[config.mk]
export PLATFORM = sky130hd
export DESIGN_NAME = cory_lerp
export DESIGN_NICKNAME = d
export VERILOG_FILES = /design/src/rtl/cory_lerp.sv
export SDC_FILE = /design/constraint.sdc
export NUM_CORES = 1
export LEC_CHECK = 0
export CAP_MARGIN = 20
export CELL_PAD_IN_SITES_DETAIL_PLACEMENT = 0
export CELL_PAD_IN_SITES_GLOBAL_PLACEMENT = 2
export CORE_MARGIN = 4
export CORE_UTILIZATION = 40
export DETAILED_ROUTE_END_ITERATION = 6
export PLACE_DENSITY = 0.95
export SLEW_MARGIN = 0
export SYNTH_ARGS = -nofsm -noshare
export SYNTH_HDL_FRONTEND = slang
export SYNTH_SLANG_ARGS = --single-unit
[constraint.sdc]
create_clock -name clk -period 7.8 [get_ports clk]
set_input_delay 1.56 -clock clk [delete_from_list [all_inputs] [get_ports clk]]
set_output_delay 1.56 -clock clk [all_outputs]
set_load 0.01 [all_outputs]
[src/rtl/cory_lerp.sv]
// Two-tap linear interpolator with a 2-stage valid/ready pipeline and a global stall.
// Optional build macro CORY_LERP_ROUND_EN selects round-half-up instead of truncation.
module cory_lerp #(
  parameter int N = 8,
  parameter int R = 11
) (
  input  logic         clk,
  input  logic         reset,
  input  logic         i_a_v,
  input  logic [N-1:0] i_a_d,
  input  logic [R-1:0] i_a_cnt,
  input  logic [R-1:0] i_a_pos,
  input  logic [7:0]   i_a_phase,
  output logic         o_a_r,
  output logic         o_z_v,
  output logic [N-1:0] o_z_d,
  output logic [R-1:0] o_z_cnt,
  output logic [R-1:0] o_z_pos,
  input  logic         i_z_r
);

  localparam int MW = N + 9;

  function automatic logic [N-1:0] round_sat(input logic [MW-1:0] sum);
    logic [MW-1:0] biased;
    logic [N:0]    shifted;
`ifdef CORY_LERP_ROUND_EN
    biased = sum + MW'(128);
`else
    biased = sum;
`endif
    shifted = biased[MW-1:8];
    if (shifted[N]) return {N{1'b1}};
    return shifted[N-1:0];
  endfunction

  logic          adv;
  logic          acc;
  logic [N-1:0]  tap_p0;
  logic [8:0]    wgt_a_p0;
  logic [8:0]    wgt_b_p0;
  logic [MW-1:0] mul_a_p0;
  logic [MW-1:0] mul_b_p0;

  logic          vld_p1_d, vld_p1_q;
  logic [MW-1:0] mul_a_p1_d, mul_a_p1_q;
  logic [MW-1:0] mul_b_p1_d, mul_b_p1_q;
  logic [R-1:0]  cnt_p1_d, cnt_p1_q;
  logic [R-1:0]  pos_p1_d, pos_p1_q;
  logic [N-1:0]  prev_d, prev_q;

  logic          vld_p2_d, vld_p2_q;
  logic [N-1:0]  dat_p2_d, dat_p2_q;
  logic [R-1:0]  cnt_p2_d, cnt_p2_q;
  logic [R-1:0]  pos_p2_d, pos_p2_q;

  // Stage 0: tap select and weighted products, straight off the input port
  always_comb begin
    adv      = ~vld_p2_q | i_z_r;
    acc      = i_a_v & adv;
    tap_p0   = (i_a_cnt == '0) ? i_a_d : prev_q;
    wgt_b_p0 = {1'b0, i_a_phase};
    wgt_a_p0 = 9'd256 - wgt_b_p0;
    mul_a_p0 = MW'(tap_p0) * MW'(wgt_a_p0);
    mul_b_p0 = MW'(i_a_d) * MW'(wgt_b_p0);
  end

  always_comb begin
    vld_p1_d   = vld_p1_q;
    mul_a_p1_d = mul_a_p1_q;
    mul_b_p1_d = mul_b_p1_q;
    cnt_p1_d   = cnt_p1_q;
    pos_p1_d   = pos_p1_q;
    prev_d     = prev_q;
    vld_p2_d   = vld_p2_q;
    dat_p2_d   = dat_p2_q;
    cnt_p2_d   = cnt_p2_q;
    pos_p2_d   = pos_p2_q;
    if (adv) begin
      // Stage 1: capture products; prev only moves on an accepted beat
      vld_p1_d = acc;
      if (acc) begin
        mul_a_p1_d = mul_a_p0;
        mul_b_p1_d = mul_b_p0;
        cnt_p1_d   = i_a_cnt;
        pos_p1_d   = i_a_pos;
        prev_d     = i_a_d;
      end
      // Stage 2: sum, scale by 1/256 and clamp
      vld_p2_d = vld_p1_q;
      dat_p2_d = round_sat(mul_a_p1_q + mul_b_p1_q);
      cnt_p2_d = cnt_p1_q;
      pos_p2_d = pos_p1_q;
    end
  end

  always_ff @(posedge clk or posedge reset) begin
    if (reset) begin
      vld_p1_q   <= 1'b0;
      mul_a_p1_q <= '0;
      mul_b_p1_q <= '0;
      cnt_p1_q   <= '0;
      pos_p1_q   <= '0;
      prev_q     <= '0;
      vld_p2_q   <= 1'b0;
      dat_p2_q   <= '0;
      cnt_p2_q   <= '0;
      pos_p2_q   <= '0;
    end else begin
      vld_p1_q   <= vld_p1_d;
      mul_a_p1_q <= mul_a_p1_d;
      mul_b_p1_q <= mul_b_p1_d;
      cnt_p1_q   <= cnt_p1_d;
      pos_p1_q   <= pos_p1_d;
      prev_q     <= prev_d;
      vld_p2_q   <= vld_p2_d;
      dat_p2_q   <= dat_p2_d;
      cnt_p2_q   <= cnt_p2_d;
      pos_p2_q   <= pos_p2_d;
    end
  end

  assign o_a_r   = adv;
  assign o_z_v   = vld_p2_q;
  assign o_z_d   = dat_p2_q;
  assign o_z_cnt = cnt_p2_q;
  assign o_z_pos = pos_p2_q;

endmodule

==> flow_summary.toml, run 1 <==
[outcome]
status = "completed"

[critical_path]
criticalPathCategory = "input pin to register"
cp-end-kind = "register"
cp_cell_sequence = "clkdlybuf4s50_1 > or3_1 > nor2_1 > nand2_1 > xnor2_1 > nor2_1 > fa_1 > fa_1 > fa_1 > inv_1 > fa_1 > inv_1 > ha_1 > a21o_1 > a21o_1 > a21oi_1 > nor2_1 > a2111oi_4 > nor2_1 > a211oi_1"
worst_ep_arrival_time_ns = 7.15
cp_num_buf_inv = 3
crit_path_start_kind = "input pin"
crit_slowest_cell = "clkdlybuf4s50_1"
critical-path-top-delay-family = "adder cells"
cp_max_fo = 12
slowest_delay_ns = 0.63
cp.required_ns = 8.06

[clock_tree]
path_clk_slew_ns = 0.08
postCtsSetupRepairBufs = 0
clk_latency_ns = 0.35
clockBufferDepth = 2
htreeDepth = 3
clock-root-buffer = "clkbuf_16"
post_cts_resized = 0
cts_tree = "yes"
cts_made_buffers = 9
cts_sinks = 95
ctsHoldBuffers = 0

[power]
peakVddDrop_uv = 111.1
p_leak_uw = 0.005131
powerDensity_mw_per_mm2 = 289.9

[routing]
avgViaCountPerCell = 4.904
drcViolationCount = 0
final_antenna_net_count = 0
wl_per_cell_microns = 14.76
vias = 6542
drt_first_pass_iters = 4
wl_microns = 19690
drt-initial-drc-count = 238

[finish]
drive_gt1_frac = 0.05194
final_cell_mix = "nand2_1, inv_1, dfrtp_1"
nets = 1263
utilization = 0.4727
synthToLayoutAreaGrowth_pct = 15.91
final_common_cell = "nand2_1"
antenna_cells = 0

[placed_design]
dp_hpwl_microns = 15470
gp_congestion = 0.8431
numPortBuffers = 73

[grt]
grtUsageTotal = 0.1718
grt_antenna_before_repair = 0
grt_pass1_vias = 6755
grt-ovfl-total = 0
grt_pass1_wl_microns = 33620
grt_max_degree = 53

[yosys]
synth_ff_type = "dfrtp_1"
syn_area_per_cell_sq_um = 8.641
synth_edf_count = 0
async_flop_share = 1.000
synth_nets = 1201
yosysWarnings = 0
synth.distinct_cells = 49
synth_area_sq_mm = 0.008572
synthCells = 992
seq_area_frac_synth = 0.2773
ys_ff_latch = 95

[timing]
fin_skew_ns = 0.01238
tightest_slew_ns = 0.9265
setup_tns_ns = 0
fmax_mhz = 145.0
min_period_over_period = 0.8839
slew_viol_final = 0
hold_viol = 0
setup_viol = 0
post-route-min-period_ns = 6.894
slew_headroom = 0.3801
rsz0062_at_grt = "no"

[die]
start_util = 0.4078
num_rows = 53
io_pins = 74
die_h_microns = 154.4
die-area_sq_mm = 0.02384
die_x_microns = 154.4
core_sq_mm = 0.02102

[run]
max-cap-violations = 0

[hold_path]
hold_class = "register to register"
[final timing paths]
path / start / endpoint / slack, ns / cells past startpoint
max reg2reg: prev_q[2] / mul_a_p1_q[14] / 3.19 / 16
min reg2reg: cnt_p1_q[1] / o_z_cnt[1] / 0.46 / 2
min: cnt_p1_q[1] / o_z_cnt[1] / 0.46 / 2
max: i_a_phase[2] / mul_a_p1_q[16] / 0.91 / 20
min in group asynchronous: reset / o_z_v / 1.63 / 2
max in group asynchronous: reset / mul_b_p1_q[0] / 5.07 / 3
[cell type report]
class,instances,area (sq um)
flip-flops and latches,95,2377
repair buffers,92,873.3
fillers,2082,11090
clock buffers,10,239.0
multi-input cells,736,5592
inverters,120,452.9
well taps,275,344.1
clock inverters,6,57.56
[worst min-delay path, cell delays in order (launching register included)]
cell and delay, ns:
dfrtp_1 0.34, nand2_1 0.05, nand2_1 0.05
[cells by family (layout without fill, tap and decap cells)]
group,count (synthesis),count (layout),synth area share
AO/OA/AOI/OAI,114,114,0.08773
buffers and inverters,161,228,0.07094
AND/OR/NAND/NOR,415,415,0.2096
adder cells (fa/ha/maj),167,167,0.3121
XOR/XNOR,31,31,0.03167
multiplexers,9,9,0.01066
flip-flops,95,95,0.2773
[sequential cells by signal, indices dropped and copies added, names as in the netlist, 8 cells and up]
register and cells:
mul_a_p1_q 17, mul_b_p1_q 16, cnt_p1_q 11, o_z_cnt 11, o_z_pos 11, pos_p1_q 11
o_z_d 8, prev_q 8
[stage by stage]
stage               setup WS (ns)  instances  hold WS [ns]  total power [uW]  area, sq um
global placement           0.6660       1318        0.4471              2450         9639
global route               0.4460       1334        0.4865              3199         9936
detailed placement         0.5641       1318        0.4493              2470         9639
finish                     0.9057       1334        0.4631              2881         9936
floorplan                   1.427        992        0.4346              1982         8572
CTS                        0.9255       1334        0.4666              2926         9936
[power by group]
group	internal, uW	total, uW	switching [uW]
clock	234	442	209
combinational	748	1710	966
sequential	635	725	89.8
total	1620	2880	1260
[metal layers]
layer	vias to the layer above	share of wire	track usage
met5	-	0	0
met1	3126	0.48	0.2400
met4	0	0.020	0.05130
met2	133	0.46	0.2781
li1	3260	-	-
met3	23	0.041	0.02574
[cells in the mapped netlist (4+ instances only)]
library cell | count | share of area
a21o_1 | 14 | 0.012
a21oi_1 | 27 | 0.016
a31oi_1 | 11 | 0.0080
and2_1 | 33 | 0.024
buf_1 | 5 | 0.0022
clkbuf_1 | 33 | 0.014
dfrtp_1 | 95 | 0.28
fa_1 | 78 | 0.18
ha_1 | 89 | 0.13
inv_1 | 119 | 0.052
mux2i_1 | 8 | 0.0093
nand2_1 | 243 | 0.11
nand2b_1 | 6 | 0.0044
nand3_1 | 10 | 0.0058
nand4_1 | 6 | 0.0044
nor2_1 | 73 | 0.032
nor2b_1 | 12 | 0.0088
nor3_1 | 12 | 0.0070
o21a_1 | 4 | 0.0035
o21ai_0 | 33 | 0.019
o21bai_1 | 4 | 0.0035
or2_2 | 7 | 0.0051
or3_1 | 4 | 0.0029
xnor2_1 | 14 | 0.014
xor2_1 | 17 | 0.017
No activity file was read; power rests on OpenSTA's default activity.
==> run 2, diff against run 1 <==
--- a/config.mk
+++ b/config.mk
@@ -5,7 +5,6 @@
 export SDC_FILE = /design/constraint.sdc
 export NUM_CORES = 1
 export LEC_CHECK = 0
-export CAP_MARGIN = 20
 export CELL_PAD_IN_SITES_DETAIL_PLACEMENT = 0
 export CELL_PAD_IN_SITES_GLOBAL_PLACEMENT = 2
 export CORE_MARGIN = 4
==> results of run 2 <==
Final layout, timing and power as in run 1 (identical DEF).
==> run 3, diff against run 2 <==
--- a/config.mk
+++ b/config.mk
@@ -5,12 +5,15 @@
 export SDC_FILE = /design/constraint.sdc
 export NUM_CORES = 1
 export LEC_CHECK = 0
+export ABC_AREA = 1
 export CELL_PAD_IN_SITES_DETAIL_PLACEMENT = 0
 export CELL_PAD_IN_SITES_GLOBAL_PLACEMENT = 2
 export CORE_MARGIN = 4
-export CORE_UTILIZATION = 40
+export CORE_UTILIZATION = 38
+export CTS_CLUSTER_SIZE = 30
 export DETAILED_ROUTE_END_ITERATION = 6
 export PLACE_DENSITY = 0.95
+export SETUP_SLACK_MARGIN = 0.3
 export SLEW_MARGIN = 0
 export SYNTH_ARGS = -nofsm -noshare
 export SYNTH_HDL_FRONTEND = slang
==> run 3 against run 2 <==
Via count rose by 18%. Clock skew fell by 0.0051 ns. Setup slack improved by 0.029 ns. Synthesized cell count rose by 27%. Largest power group unchanged. Critical path depth rose by 1.
==> flow_summary.toml, run 3 <==
[outcome]
status = "completed"

[finish]
regMostFlops = "mul_a_p1_q"
drive_gt1_frac = 0.04556
nets = 1522
synthToLayoutAreaGrowth_pct = 14.46
largest_reg_flops = 17
antenna_cells = 0
utilization = 0.4407
final_common_cell = "nand2_1"
reg_top3 = "mul_a_p1_q: 17 flops, mul_b_p1_q: 16 flops"
final_cell_mix = "nand2_1, inv_1, nor2_1"
final_area_sq_mm = 0.01069

[yosys]
synth_nets = 1467
synthCells = 1258
synth_area_sq_mm = 0.009335
synthTopCellsByArea = "dfrtp_1, fa_1, nand2_1, ha_1, inv_1"
ys_top_cells_by_count = "nand2_1, inv_1, nor2_1, dfrtp_1, ha_1"
synth_edf_count = 0
ys_ff_latch = 95
synth_ff_type = "dfrtp_1"
async_flop_share = 1.000
yosysWarnings = 0
synth_most_common_cell = "nand2_1"
synth_top_area_frac = 0.2547
syn_area_per_cell_sq_um = 7.421
synth_top_area_cell = "dfrtp_1"
synth.distinct_cells = 38
seq_area_frac_synth = 0.2547

[clock_tree]
post_cts_resized = 0
clock-root-buffer = "clkbuf_16"
cts_tree = "yes"
clk_latency_ns = 0.34
ctsHoldBuffers = 0
cts_sinks = 95
path_clk_slew_ns = 0.07
cts_made_buffers = 9
htreeDepth = 3
clockBufferDepth = 2
postCtsSetupRepairBufs = 0

[timing]
min_period_over_period = 0.8802
slew_viol_final = 0
setup_tns_ns = 0
rsz0062_at_grt = "no"
fin_hold_ws_ns = 0.4570
slew_headroom = 0.2925
hold_viol = 0
fmax_mhz = 145.7
post-route-min-period_ns = 6.865
fin_skew_ns = 0.007228
setup_viol = 0
tightest_slew_ns = 1.061

[grt]
met3_usage = 0.01847
grt-busiest-layer = "met2"
use_met1 = 0.2463
grt_antenna_before_repair = 0
met2_usage = 0.3049
grt_pass1_vias = 7782
grtUsageTotal = 0.1782
grt_max_degree = 79
grt-ovfl-total = 0
grt_pass1_wl_microns = 38940

[critical_path]
cp-end-kind = "register"
crit_start = "i_a_phase[2]"
worst_ep_arrival_time_ns = 7.05
cp.required_ns = 7.99
rr_startpoint = "prev_q[6]"
crit_path_start_kind = "input pin"
cp_max_fo = 11
criticalPathCategory = "input pin to register"

[routing]
final_antenna_net_count = 0
avgViaCountPerCell = 4.688
drt-initial-drc-count = 443
wl_microns = 22890
drt_first_pass_iters = 5
wl_per_cell_microns = 13.95
vias = 7693
drcViolationCount = 0

[placed_design]
dp_hpwl_microns = 18070
dpl_cell_area_sq_mm = 0.01038
numPortBuffers = 73
gp_congestion = 0.8439

[hold_path]
hold_start = "vld_p1_q"
hold_class = "register to register"

[power]
p_leak_uw = 0.005908
peakVddDrop_uv = 133.3
powerDensity_mw_per_mm2 = 306.4
finalPower_uw = 3274

[die]
die_h_microns = 164.7
num_rows = 57
start_util = 0.3850
die-area_sq_mm = 0.02714
core_sq_mm = 0.02425
die_x_microns = 164.7
io_pins = 74

[run]
max-cap-violations = 0
## run 3: cell count changes in the layout (fill, tap and decap cells not counted), moves of 11 or more
cell / before / now
buf_4: 19 / 8
inv_1: 118 / 217
nor2_1: 73 / 119
nand2_1: 242 / 412
nand3_1: 10 / 37
and2_1: 33 / 2
nor2b_1: 11 / 0
## run 3: cell families (layout without fill, tap and decap cells)
family                   count (synthesis)  count (layout)  share of synthesized area
buffers and inverters                  259             318                     0.1060
XOR/XNOR                                13              13                    0.01300
AO/OA/AOI/OAI                           99              99                    0.06474
adder cells (fa/ha/maj)                167             167                     0.2866
AND/OR/NAND/NOR                        625             625                     0.2750
flip-flops                              95              95                     0.2547
## run 3: worst paths after layout
path	end	slack [ns]	cells past startpoint
hold / removal	o_z_v	0.46	2
setup / recovery	mul_a_p1_q[16]	0.93	21
hold reg to reg	o_z_v	0.46	2
max in group asynchronous	vld_p1_q	5.02	3
setup reg to reg	mul_a_p1_q[16]	3.35	17
min in group asynchronous	o_z_d[1]	1.50	2
## run 3: area by class of cell
type	instances	area (sq um)
fillers	2533	13560
multi-input cells	904	5973
flip-flops and latches	95	2377
inverters	222	835.8
repair buffers	81	790.8
well taps	324	405.4
clock buffers	10	239.0
clock inverters	5	63.81
## run 3: metrics by stage
stage / setup slack (ns) / instances
3_5_place_dp: 0.4863 / 1626
2_1_floorplan: 1.759 / 1258
5_1_grt: 0.5070 / 1641
6_report: 0.9348 / 1641
3_3_place_gp: 0.6050 / 1626
4_1_cts: 0.9021 / 1641
## run 3: critical path: stages
cell and delay, ns:
clkdlybuf4s50_1 0.77, nor3_4 0.39, nand4_1 0.15, nor2_1 0.18, xor2_2 0.39, nor2_1 0.13
fa_1 0.52, fa_1 0.52, fa_1 0.49, inv_1 0.05, fa_1 0.47, inv_1 0.04
ha_1 0.32, a21oi_1 0.28, nor2_1 0.07, nor2_1 0.18, inv_1 0.06, a21oi_1 0.17
nand3_1 0.09, nand3_1 0.09, o21ai_0 0.10
## run 3: per-layer routing
metal / vias up / share of wire
li1: 3942 / -
met1: 3630 / 0.48
met2: 101 / 0.48
met3: 20 / 0.028
met4: 0 / 0.011
met5: - / 0
## run 3: report_power, final
group          internal (uW)  total, uW  switching (uW)  leakage (uW)
Sequential               635        737             102       0.00116
Clock                    259        456             197      0.000146
Combinational            815       2080            1270       0.00461
